**config.mk**
```make
export PLATFORM = sky130hd
export DESIGN_NAME = traffic_phase_ctrl
export DESIGN_NICKNAME = d
export VERILOG_FILES = /design/src/rtl/traffic_pkg.sv /design/src/rtl/traffic_phase_ctrl_phase_timer.sv /design/src/rtl/traffic_phase_ctrl.sv
export SDC_FILE = /design/constraint.sdc
export NUM_CORES = 1
export LEC_CHECK = 0
export ABC_AREA = 0
export CORE_MARGIN = 2
export CORE_UTILIZATION = 43
export CTS_CLUSTER_DIAMETER = 80
export DETAILED_ROUTE_END_ITERATION = 8
export GPL_ROUTABILITY_DRIVEN = 0
export PLACE_DENSITY_LB_ADDON = 0.1
export SYNTH_ARGS = -nofsm -noshare
export SYNTH_HDL_FRONTEND = slang
export SYNTH_SLANG_ARGS = --single-unit
```
**constraint.sdc**
```tcl
create_clock -name clk -period 2.46 [get_ports clk]
set_clock_uncertainty 0.1 [all_clocks]
set_input_delay 0.369 -clock clk [delete_from_list [all_inputs] [get_ports clk]]
set_output_delay 0.369 -clock clk [all_outputs]
set_load 0.02 [all_outputs]
```
**src/rtl/traffic_pkg.sv**
```systemverilog
// Shared codes for the intersection phase controller: phase codes, head encodings
// and service-direction constants.
package traffic_pkg;

    typedef enum logic [3:0] {
        AR      = 4'd0,
        NS_LT   = 4'd1,
        NS_LT_Y = 4'd2,
        NS_G    = 4'd3,
        NS_Y    = 4'd4,
        EW_LT   = 4'd5,
        EW_LT_Y = 4'd6,
        EW_G    = 4'd7,
        EW_Y    = 4'd8
    } state_t;

    // Signal heads are {R,Y,G}
    localparam logic [2:0] RED = 3'b100;
    localparam logic [2:0] YEL = 3'b010;
    localparam logic [2:0] GRN = 3'b001;

    localparam logic [2:0] DONT  = 3'b100;
    localparam logic [2:0] WALK  = 3'b010;
    localparam logic [2:0] FLASH = 3'b110;

    localparam logic DIR_NS = 1'b0;
    localparam logic DIR_EW = 1'b1;

endpackage

```
**src/rtl/traffic_phase_ctrl_phase_timer.sv**
```systemverilog
// Loadable down-counter paced by the shared tick strobe; zero marks the last tick
// of the current phase.
module phase_timer #(
    parameter int CNT_W     = 8,
    parameter int RESET_VAL = 0
) (
    input  logic             clk,
    input  logic             reset,
    input  logic             tick_en,
    input  logic             load,
    input  logic [CNT_W-1:0] load_val,
    output logic [CNT_W-1:0] count,
    output logic             zero
);

    always_ff @(posedge clk or posedge reset) begin
        if (reset)
            count <= CNT_W'(RESET_VAL);
        else if (load)
            count <= load_val;
        else if (tick_en && (count != '0))
            count <= count - CNT_W'(1);
    end

    assign zero = (count == '0);

endmodule

```
**src/rtl/traffic_phase_ctrl.sv**
```systemverilog
// Intersection phase sequencer: timed through/left/yellow/all-red phases with
// demand-skipped lefts, latched pedestrian calls and emergency preemption.
module traffic_phase_ctrl
    import traffic_pkg::*;
#(
    parameter int GREEN_TICKS  = 8,
    parameter int LEFT_TICKS   = 4,
    parameter int YELLOW_TICKS = 3,
    parameter int ALLRED_TICKS = 1,
    parameter int WALK_TICKS   = 4,
    parameter int CNT_W        = 8
) (
    input  logic             clk,
    input  logic             reset,
    input  logic             tick_en,
    input  logic             car_ns_left,
    input  logic             car_ew_left,
    input  logic             ped_ns,
    input  logic             ped_ew,
    input  logic             preempt_ns,
    input  logic             preempt_ew,
    output logic [2:0]       ns_lights,
    output logic [2:0]       ns_left_lights,
    output logic [2:0]       ew_lights,
    output logic [2:0]       ew_left_lights,
    output logic [2:0]       walk_ns,
    output logic [2:0]       walk_ew,
    output logic [3:0]       phase,
    output logic [CNT_W-1:0] countdown
);

    localparam logic [CNT_W-1:0] WALK_THR = CNT_W'(GREEN_TICKS - WALK_TICKS);

    state_t           state_q, state_d;
    logic             dir_q;
    logic             lt_ns_q, lt_ew_q, pd_ns_q, pd_ew_q, srv_ns_q, srv_ew_q;
    logic             hold, load, expire, pre_ns, pre_ew;
    logic             enter_ns_lt, enter_ew_lt, enter_ns_g, enter_ew_g;
    logic [CNT_W-1:0] timer, load_val;
    logic             zero;

    function automatic logic [CNT_W-1:0] dur_m1(input state_t s);
        case (s)
            NS_LT, EW_LT:                 dur_m1 = CNT_W'(LEFT_TICKS - 1);
            NS_G, EW_G:                   dur_m1 = CNT_W'(GREEN_TICKS - 1);
            NS_LT_Y, NS_Y, EW_LT_Y, EW_Y: dur_m1 = CNT_W'(YELLOW_TICKS - 1);
            default:                      dur_m1 = CNT_W'(ALLRED_TICKS - 1);
        endcase
    endfunction

    // Walk shows while fewer than WALK_TICKS ticks of the green have elapsed
    function automatic logic [2:0] walk_head(input logic [CNT_W-1:0] t);
        walk_head = (t >= WALK_THR) ? WALK : FLASH;
    endfunction

    assign expire = tick_en && zero;
    assign pre_ns = preempt_ns;
    assign pre_ew = preempt_ew && !preempt_ns;

    always_comb begin
        state_d = state_q;
        hold    = 1'b0;
        case (state_q)
            AR: if (expire) begin
                if (pre_ns)               state_d = NS_G;
                else if (pre_ew)          state_d = EW_G;
                else if (dir_q == DIR_NS) state_d = lt_ns_q ? NS_LT : NS_G;
                else                      state_d = lt_ew_q ? EW_LT : EW_G;
            end
            NS_LT:   if (expire || pre_ns || pre_ew) state_d = NS_LT_Y;
            NS_LT_Y: if (expire) state_d = NS_G;
            NS_G: begin
                if (pre_ns)                 hold    = 1'b1;
                else if (expire || pre_ew)  state_d = NS_Y;
            end
            NS_Y:    if (expire) state_d = AR;
            EW_LT:   if (expire || pre_ns || pre_ew) state_d = EW_LT_Y;
            EW_LT_Y: if (expire) state_d = EW_G;
            EW_G: begin
                if (pre_ew)                 hold    = 1'b1;
                else if (expire || pre_ns)  state_d = EW_Y;
            end
            EW_Y:    if (expire) state_d = AR;
            default: state_d = AR;
        endcase
    end

    assign load        = hold || (state_d != state_q);
    assign load_val    = dur_m1(state_d);
    assign enter_ns_lt = (state_d == NS_LT) && (state_q != NS_LT);
    assign enter_ew_lt = (state_d == EW_LT) && (state_q != EW_LT);
    assign enter_ns_g  = (state_d == NS_G)  && (state_q != NS_G);
    assign enter_ew_g  = (state_d == EW_G)  && (state_q != EW_G);

    phase_timer #(
        .CNT_W     (CNT_W),
        .RESET_VAL (ALLRED_TICKS - 1)
    ) u_timer (
        .clk      (clk),
        .reset    (reset),
        .tick_en  (tick_en),
        .load     (load),
        .load_val (load_val),
        .count    (timer),
        .zero     (zero)
    );

    // A request arriving on the clearing cycle survives for the next service
    always_ff @(posedge clk or posedge reset) begin
        if (reset) begin
            state_q  <= AR;
            dir_q    <= DIR_NS;
            lt_ns_q  <= 1'b0;
            lt_ew_q  <= 1'b0;
            pd_ns_q  <= 1'b0;
            pd_ew_q  <= 1'b0;
            srv_ns_q <= 1'b0;
            srv_ew_q <= 1'b0;
        end else begin
            state_q <= state_d;
            if (state_q == NS_Y && state_d == AR) dir_q <= DIR_EW;
            if (state_q == EW_Y && state_d == AR) dir_q <= DIR_NS;
            lt_ns_q <= car_ns_left || (lt_ns_q && !enter_ns_lt);
            lt_ew_q <= car_ew_left || (lt_ew_q && !enter_ew_lt);
            pd_ns_q <= ped_ns || (pd_ns_q && !enter_ns_g);
            pd_ew_q <= ped_ew || (pd_ew_q && !enter_ew_g);
            if (enter_ns_g) srv_ns_q <= pd_ns_q;
            if (enter_ew_g) srv_ew_q <= pd_ew_q;
        end
    end

    always_comb begin
        ns_lights      = RED;
        ns_left_lights = RED;
        ew_lights      = RED;
        ew_left_lights = RED;
        walk_ns        = DONT;
        walk_ew        = DONT;
        case (state_q)
            NS_LT:   ns_left_lights = GRN;
            NS_LT_Y: ns_left_lights = YEL;
            NS_G: begin
                ns_lights = GRN;
                if (srv_ns_q) walk_ns = walk_head(timer);
            end
            NS_Y:    ns_lights = YEL;
            EW_LT:   ew_left_lights = GRN;
            EW_LT_Y: ew_left_lights = YEL;
            EW_G: begin
                ew_lights = GRN;
                if (srv_ew_q) walk_ew = walk_head(timer);
            end
            EW_Y:    ew_lights = YEL;
            default: ;
        endcase
    end

    assign phase     = state_q;
    assign countdown = timer;

endmodule

```
After elaboration in Yosys (flattened, before gate mapping)
Memory sizes are Yosys's and may differ from the RTL's.
Index checks and enable logic that the tools add are counted.
{"block": "op_classes", "order_cmp": 1, "mux": 32, "add_sub_neg": 1, "n_eq_ne": 17, "n_reduce_logical": 33}
{"op": "4-bit two-way mux", "n": 10}
{"op": "4-bit one-hot mux with 8 select lines", "n": 1}
{"op": "4-bit by 3-bit equality test with 1-bit output, second input constant", "n": 6}
{"op": "3-bit two-way mux", "n": 8}
{"op": "3-bit one-hot mux with 2 select lines", "n": 4}
{"op": "8-bit two-way mux", "n": 2}
{"op": "1-bit logical AND", "n": 13}
{"op": "4-bit by 2-bit equality test with 1-bit output, second input constant", "n": 3}
{"op": "4-bit by 1-bit equality test with 1-bit output, second input constant", "n": 2}
{"op": "8-bit by 3-bit >= comparator with 1-bit output, second input constant", "n": 1}
{"op": "4-bit zero test", "n": 2}
{"op": "8-bit zero test", "n": 1}
{"op": "1-bit logical OR", "n": 8}
{"op": "4-bit by 3-bit inequality test with 1-bit output, second input constant", "n": 2}
{"op": "8-bit nonzero test", "n": 1}
{"op": "8-bit by 1-bit subtractor with 8-bit output, second input constant", "n": 1}
{"op": "1-bit zero test", "n": 5}
{"op": "4-bit equality test, second input constant", "n": 1}
{"op": "1-bit two-way mux", "n": 4}
{"op": "2-bit two-way mux", "n": 2}
{"op": "4-bit by 1-bit inequality test with 1-bit output, second input constant", "n": 1}
{"op": "4-bit by 2-bit inequality test with 1-bit output, second input constant", "n": 1}
{"op": "4-bit inequality test", "n": 1}
{"op": "2-bit nonzero test", "n": 2}
{"op": "other kinds (2)", "n": 2}
{"block": "totals", "input_bits": 9, "n_memories": 1, "romBits": 48, "wordCells": 94, "output_inout_bits": 30, "regBits": 19}
{"name": "(name not given)", "depth": 16, "word_bits": 3, "rd": 1, "rd_ports_with_merged_regs": 0, "write_ports": 0, "line_no": "traffic_phase_ctrl.sv:43", "text": "case (s)"}

Depth between registers and ports, before layout
{"block": "depth", "word_depth": 11, "depth_mapped": 9, "depth_no_buf": 9}

Hierarchy
Synthesis repeated with hierarchy kept, for this count alone.
{"block": "hier_totals", "hier_cells": 153, "hier_area_um2": 1395.1}
{"module": "traffic_phase_ctrl", "area_per_inst_um2": 899.6, "seq_area_each_um2": 275.3, "instances": 1, "cells_per_inst": 100}
{"module": "phase_timer", "area_per_inst_um2": 495.5, "seq_area_each_um2": 200.2, "instances": 1, "cells_per_inst": 53}

Worst setup path after synthesis
OpenSTA, ideal clock, no wires.
{"block": "synth_timing", "kind": "register to register", "from": "register state_q[0], in the netlist phase[0]", "to": "register srv_ns_q", "path_stages_with_launch": 8, "t_required_ns": 2.235, "setup_ns": 0.125, "arrival_ns": 2.716, "path_slack_ns": -0.481, "n_path_buf": 1, "period_less_slack_ns": 2.941, "cell_sequence": "dfrtp_1 > buf_2 > nand2_1 > nor3_1 > a221o_2 > nor2_1 > or4b_4 > mux2_4"}
{"block": "synth_between", "elab_chain_len": 5, "word_cells_on_any_way": 24, "cone_classes": "eq/ne (10); mux (11); reduce/logical (3)"}
{"element": "start: declaration", "line_no": "traffic_phase_ctrl.sv:34", "text": "state_t state_q, state_d;"}
{"element": "start signal: assignment", "line_no": "traffic_phase_ctrl.sv:120", "text": "state_q <= state_d;"}
{"element": "4-bit by 3-bit equality test with 1-bit output (tied with other cells)", "line_no": "traffic_phase_ctrl.sv:63", "text": "case (state_q)"}
{"element": "2-bit OR reduction (no line) (tied with other cells)"}
{"element": "4-bit one-hot mux with 8 select lines", "line_no": "traffic_phase_ctrl.sv:63"}
{"element": "4-bit by 2-bit equality test with 1-bit output", "line_no": "traffic_phase_ctrl.sv:92", "text": "assign enter_ns_g = (state_d == NS_G) && (state_q != NS_G);"}
{"element": "1-bit logical AND (*)", "line_no": "traffic_phase_ctrl.sv:92"}
{"element": "end signal: assignment", "line_no": "traffic_phase_ctrl.sv:127", "text": "if (enter_ns_g) srv_ns_q <= pd_ns_q;"}
{"element": "end: declaration", "line_no": "traffic_phase_ctrl.sv:36", "text": "logic lt_ns_q, lt_ew_q, pd_ns_q, pd_ew_q, srv_ns_q, srv_ew_q;"}
Every way passes the cells marked *; elsewhere a longest branch is shown, timed or not.
A chain may end at the register's enable or synchronous reset.

Worst setup path in the final report
{"block": "layout_timing", "from": "register u_timer.count[4]", "to": "register srv_ns_q"}
{"block": "layout_between", "elab_chain_len": 8, "word_cells_on_any_way": 18, "cone_classes": "eq/ne (1); mux (11); reduce/logical (6)"}
{"element": "start: declaration", "line_no": "traffic_phase_ctrl_phase_timer.sv:12", "text": "output logic [CNT_W-1:0] count,"}
{"element": "start signal: assignment", "line_no": "traffic_phase_ctrl_phase_timer.sv:18", "text": "count <= CNT_W'(RESET_VAL);"}
{"element": "start signal: assignment", "line_no": "traffic_phase_ctrl_phase_timer.sv:20", "text": "count <= load_val;"}
{"element": "start signal: assignment", "line_no": "traffic_phase_ctrl_phase_timer.sv:22", "text": "count <= count - CNT_W'(1);"}
{"element": "8-bit zero test (*)", "line_no": "traffic_phase_ctrl_phase_timer.sv:25", "text": "assign zero = (count == '0);"}
{"element": "1-bit logical AND (*)", "line_no": "traffic_phase_ctrl.sv:56", "text": "assign expire = tick_en && zero;"}
{"element": "1-bit logical OR (on tied branches)"}
{"element": "4-bit two-way mux (tied with other cells)", "line_no": "traffic_phase_ctrl.sv:81", "text": "else if (expire || pre_ns) state_d = EW_Y;"}
{"element": "4-bit two-way mux (on tied branches)"}
{"element": "4-bit one-hot mux with 8 select lines (*)", "line_no": "traffic_phase_ctrl.sv:63"}
{"element": "4-bit by 2-bit equality test with 1-bit output (*)", "line_no": "traffic_phase_ctrl.sv:92"}
{"element": "1-bit logical AND (*)", "line_no": "traffic_phase_ctrl.sv:92"}
Marked as above.

==> metrics.txt <==
# TYPE chip_impl_metric gauge
chip_impl_metric{name="crit_arrival",unit="ns"} 2.84
chip_impl_info{name="synth_flop_cell",value="sky130_fd_sc_hd__dfrtp_1"} 1
chip_impl_info{name="status",value="finished, violations left"} 1
chip_impl_metric{name="timing.final.crit_period",unit="ns"} 2.729
chip_impl_metric{name="worst_slew_margin_rel",unit="%"} 50.15
chip_impl_info{name="failing_checks",value="negative setup slack"} 1
chip_impl_metric{name="finalSetupViolations",unit=""} 15
chip_impl_metric{name="detailedRoute.firstPassIterationCount",unit=""} 4
chip_impl_info{name="synth_top_family_by_area",value="simple AND/OR/NAND/NOR gates"} 1
chip_impl_metric{name="clock_tree.buffer_depth",unit=""} 2
chip_impl_metric{name="worstPathBufferInverterCount",unit=""} 0
chip_impl_metric{name="detail_route.drc_violations",unit=""} 0
chip_impl_metric{name="critical_path.max_fanout",unit=""} 5
chip_impl_info{name="setup.worst_path.class",value="reg -> reg"} 1
chip_impl_metric{name="setup_total_negative_slack",unit="ns"} -1.434
chip_impl_metric{name="timing.fmax",unit="MHz"} 366.4
chip_impl_metric{name="largest_net_degree_at_the_start_of_global_routing",unit=""} 20
chip_impl_metric{name="wl_per_cell",unit="um"} 15.89
chip_impl_metric{name="insertedDiodeCount",unit=""} 0
chip_impl_metric{name="post_synth_inst_count",unit=""} 155
chip_impl_info{name="grt_setup_unrepaired",value="true"} 1
chip_impl_metric{name="viasPerCell",unit=""} 5.505
chip_impl_metric{name="finalMaxSlewViolations",unit=""} 0
chip_impl_metric{name="rows",unit=""} 20
chip_impl_metric{name="rrSetupSlack",unit="ns"} -0.27
chip_impl_metric{name="worst_hold_slack",unit="ns"} 0.3643
chip_impl_info{name="cts_tree",value="yes"} 1
chip_impl_metric{name="half_perimeter_wire_length_of_the_detailed_placement_result",unit="um"} 3480
chip_impl_metric{name="grt_antenna_before_repair",unit=""} 0
chip_impl_info{name="start_kind",value="register"} 1
chip_impl_metric{name="timing.final.hold_violations",unit=""} 0
chip_impl_metric{name="yosys_warnings",unit=""} 0
chip_impl_metric{name="max-vdd-ir-drop",unit="mV"} 0.7326
chip_impl_metric{name="area_growth_syn_to_layout",unit="%"} 73.16
chip_impl_metric{name="final_nets",unit=""} 261
chip_impl_metric{name="synth_top_area_share",unit="%"} 34.45
chip_impl_metric{name="pin_count",unit=""} 39
chip_impl_metric{name="first_pass_grt_wire_length",unit="um"} 6920
chip_impl_metric{name="total_of_hold_buffers_inserted_after_clock_tree_synthesis",unit=""} 0
chip_impl_metric{name="slowest_delay",unit="ns"} 0.61
chip_impl_metric{name="power_density",unit="mW/mm^2"} 1136
chip_impl_metric{name="maxCapViolCount",unit=""} 0
chip_impl_metric{name="port_buffers",unit=""} 36
chip_impl_metric{name="postSynthAreaPerCell",unit="um^2"} 8.904
chip_impl_metric{name="place.detailed.instances",unit=""} 282
chip_impl_metric{name="route.final.wire_length",unit="um"} 4656
chip_impl_metric{name="synthXorXnorAreaFrac",unit="%"} 3.808
chip_impl_metric{name="synth.area.mux_share",unit="%"} 4.170
chip_impl_info{name="yosysTopAreaCell",value="sky130_fd_sc_hd__dfrtp_1"} 1
chip_impl_metric{name="core_area",unit="mm^2"} 0.003053
chip_impl_info{name="cell_by_cell_trace_of_the_critical_path",value="or4_4, a2111oi_4, o21ba_2, nor2_2, or4b_4, mux2_4"} 1
chip_impl_metric{name="htree_levels",unit=""} 1
chip_impl_metric{name="grt.overflow.total",unit=""} 0
chip_impl_info{name="cp-end-kind",value="register"} 1
chip_impl_metric{name="die_height",unit="um"} 60.65
chip_impl_metric{name="tritoncts_num_sinks",unit=""} 19
chip_impl_metric{name="finalWorstSetupSlack",unit="ns"} -0.2695
chip_impl_metric{name="ant_nets",unit=""} 0
chip_impl_metric{name="clk_pin_slew_worst_paths",unit="ns"} 0.13
chip_impl_metric{name="global_route.usage.total",unit="%"} 25.56
chip_impl_metric{name="post-place-ws",unit="ns"} -0.6476
chip_impl_metric{name="leakage",unit="nW"} 1.100
chip_impl_info{name="class_of_the_worst_hold_path",value="in -> async"} 1
chip_impl_metric{name="ys_async_sr_fraction",unit="%"} 100.0
chip_impl_metric{name="tritoncts.num_buffers",unit=""} 3
chip_impl_metric{name="register_area_share_after_synthesis",unit="%"} 34.45
chip_impl_metric{name="post_synth_fa_ha_maj_area_fraction",unit="%"} 1.813
chip_impl_metric{name="drive_above_1_share",unit="%"} 43.78
chip_impl_metric{name="netlist_area",unit="mm^2"} 0.001380
chip_impl_metric{name="synth-simple-area-share",unit="%"} 28.20
chip_impl_metric{name="horizontal_extent_of_the_die",unit="um"} 60.65
chip_impl_metric{name="clk_latency",unit="ns"} 0.31
chip_impl_metric{name="final_cell_count_no_fill",unit=""} 293
chip_impl_metric{name="final.period_utilization",unit="%"} 111.0
chip_impl_metric{name="route.vias.total",unit=""} 1613
chip_impl_metric{name="worst_slew_pin_slew",unit="ns"} 0.7469
chip_impl_metric{name="count_of_flip_flops_with_a_built_in_enable_after_synthesis",unit=""} 0
chip_impl_info{name="yosys-top-cells-area",value="sky130_fd_sc_hd__dfrtp_1, sky130_fd_sc_hd__nor2_1, sky130_fd_sc_hd__a21o_1"} 1
chip_impl_metric{name="cp_data_required_time",unit="ns"} 2.58
chip_impl_metric{name="finalCoreUtilization",unit="%"} 78.28
chip_impl_metric{name="drt_iter0_markers",unit=""} 89
chip_impl_info{name="critical-path-top-delay-family",value="simple AND/OR/NAND/NOR gates"} 1
chip_impl_metric{name="synth-seq-cells",unit=""} 19
chip_impl_metric{name="dieArea",unit="mm^2"} 0.003678
chip_impl_info{name="critPathSlowestCell",value="sky130_fd_sc_hd__or4_4"} 1
chip_impl_info{name="cts_root_buf",value="sky130_fd_sc_hd__clkbuf_4"} 1
chip_impl_metric{name="synth_cell_type_count",unit=""} 62
chip_impl_metric{name="synth_compound_gate_area_share",unit="%"} 21.85
chip_impl_metric{name="crit_cells",unit=""} 6
chip_impl_metric{name="worst_r2r_path_depth",unit=""} 6
chip_impl_metric{name="floorplan.initialDensity",unit="%"} 45.20
chip_impl_metric{name="number_of_global_route_vias_before_repair",unit=""} 1512
-- metrics by stage --
| step | total power, mW | instance area [um^2] |
|---|---|---|
| 2_1_floorplan | 1.448 | 1425 |
| 3_3_place_gp | 2.220 | 2201 |
| 3_5_place_dp | 2.271 | 2201 |
| 4_1_cts | 2.486 | 2261 |
| 5_1_grt | 2.890 | 2390 |
| 6_report | 2.715 | 2390 |
-- path summary, 6_finish.rpt --
| kind | from | endpoint |
|---|---|---|
| max | u_timer.count[4] | srv_ns_q |
| min | reset | dir_q |
| max reg2reg | u_timer.count[4] | srv_ns_q |
| min reg2reg | lt_ns_q | lt_ns_q |
| max in group asynchronous | reset | u_timer.count[1] |
| min in group clk | lt_ns_q | lt_ns_q |
-- worst reg2reg max path: cells and delay by family (launching register included) --
kind / cells / cell delay (ns)
AND/OR/NAND/NOR: 3 / 1.20
AO/OA/AOI/OAI: 2 / 0.58
flip-flops: 1 / 0.45
multiplexers: 1 / 0.31
-- logic make-up after synthesis --
| family | after synthesis |
|---|---|
| AO/OA/AOI/OAI | 38 |
| XOR/XNOR | 6 |
| adder cells (fa/ha/maj) | 2 |
| buffers and inverters | 17 |
| flip-flops | 19 |
| multiplexers | 5 |
| other | 1 |
| AND/OR/NAND/NOR | 67 |
-- routing by layer --
layer / GRT usage [%] / part of all wire [%]
met2: 42.24 / 49
met1: 34.21 / 44
met5: 0 / 0
met4: 9.006 / 1.5
met3: 3.625 / 5.3
-- power breakdown --
part	switching [mW]	internal (mW)
Combinational	0.955	1.06
Clock	0.111	0.0608
Sequential	0.108	0.416
Total	1.17	1.54
-- registers in the layout, indices dropped and copies added (netlist names) --
signal,count
lt_ew_q,1
pd_ew_q,1
u_timer.count,8
dir_q,1
pd_ns_q,1
srv_ns_q,1
lt_ns_q,1
phase,4
srv_ew_q,1
-- cells in the final DEF (no fill, tap or decap), types with 4 or more instances in the layout --
cell and instances:
sky130_fd_sc_hd__nor3_1 4, sky130_fd_sc_hd__dfrtp_2 5, sky130_fd_sc_hd__nand2_1 7, sky130_fd_sc_hd__o21ai_0 4
sky130_fd_sc_hd__clkdlybuf4s50_1 26, sky130_fd_sc_hd__nor2_1 18, sky130_fd_sc_hd__buf_4 58, sky130_fd_sc_hd__dlygate4sd2_1 6
sky130_fd_sc_hd__dfrtp_1 14, sky130_fd_sc_hd__xnor2_1 4, sky130_fd_sc_hd__inv_1 7, sky130_fd_sc_hd__buf_6 4
sky130_fd_sc_hd__a21o_1 5, sky130_fd_sc_hd__nand2b_1 4
-- Yosys cell counts (2+ instances only) --
cell type,instances
sky130_fd_sc_hd__nand3_1,2
sky130_fd_sc_hd__nor4_1,3
sky130_fd_sc_hd__buf_4,2
sky130_fd_sc_hd__and2_1,2
sky130_fd_sc_hd__or2_2,2
sky130_fd_sc_hd__a21oi_1,4
sky130_fd_sc_hd__xor2_1,2
sky130_fd_sc_hd__o21a_1,2
sky130_fd_sc_hd__inv_1,10
sky130_fd_sc_hd__nand2_1,9
sky130_fd_sc_hd__xnor2_1,4
sky130_fd_sc_hd__o21ai_0,4
sky130_fd_sc_hd__buf_2,3
sky130_fd_sc_hd__or3_1,2
sky130_fd_sc_hd__a31oi_1,3
sky130_fd_sc_hd__nand4_1,3
sky130_fd_sc_hd__clkbuf_1,2
sky130_fd_sc_hd__nand2b_1,4
sky130_fd_sc_hd__ha_1,2
sky130_fd_sc_hd__mux2i_1,2
sky130_fd_sc_hd__o21ai_1,2
sky130_fd_sc_hd__a21o_1,5
sky130_fd_sc_hd__nor2_1,20
sky130_fd_sc_hd__dfrtp_1,19
sky130_fd_sc_hd__nor3_1,5
-- final cells by class --
| type | instances | area [um^2] |
|---|---|---|
| inverters | 10 | 37.54 |
| multi-input cells | 120 | 969.7 |
| fillers | 230 | 663.1 |
| clock inverters | 1 | 5.005 |
| flip-flops and latches | 19 | 481.7 |
| repair buffers | 96 | 818.3 |
| clock buffers | 3 | 22.52 |
| well taps | 44 | 55.05 |
-- timing repair --
action                     CTS  global route
pin swaps                    3             6
resized for setup           21            21
buffers inserted             2             5
setup endpoints to repair   20            23
No activity file was read; power rests on OpenSTA's default activity.
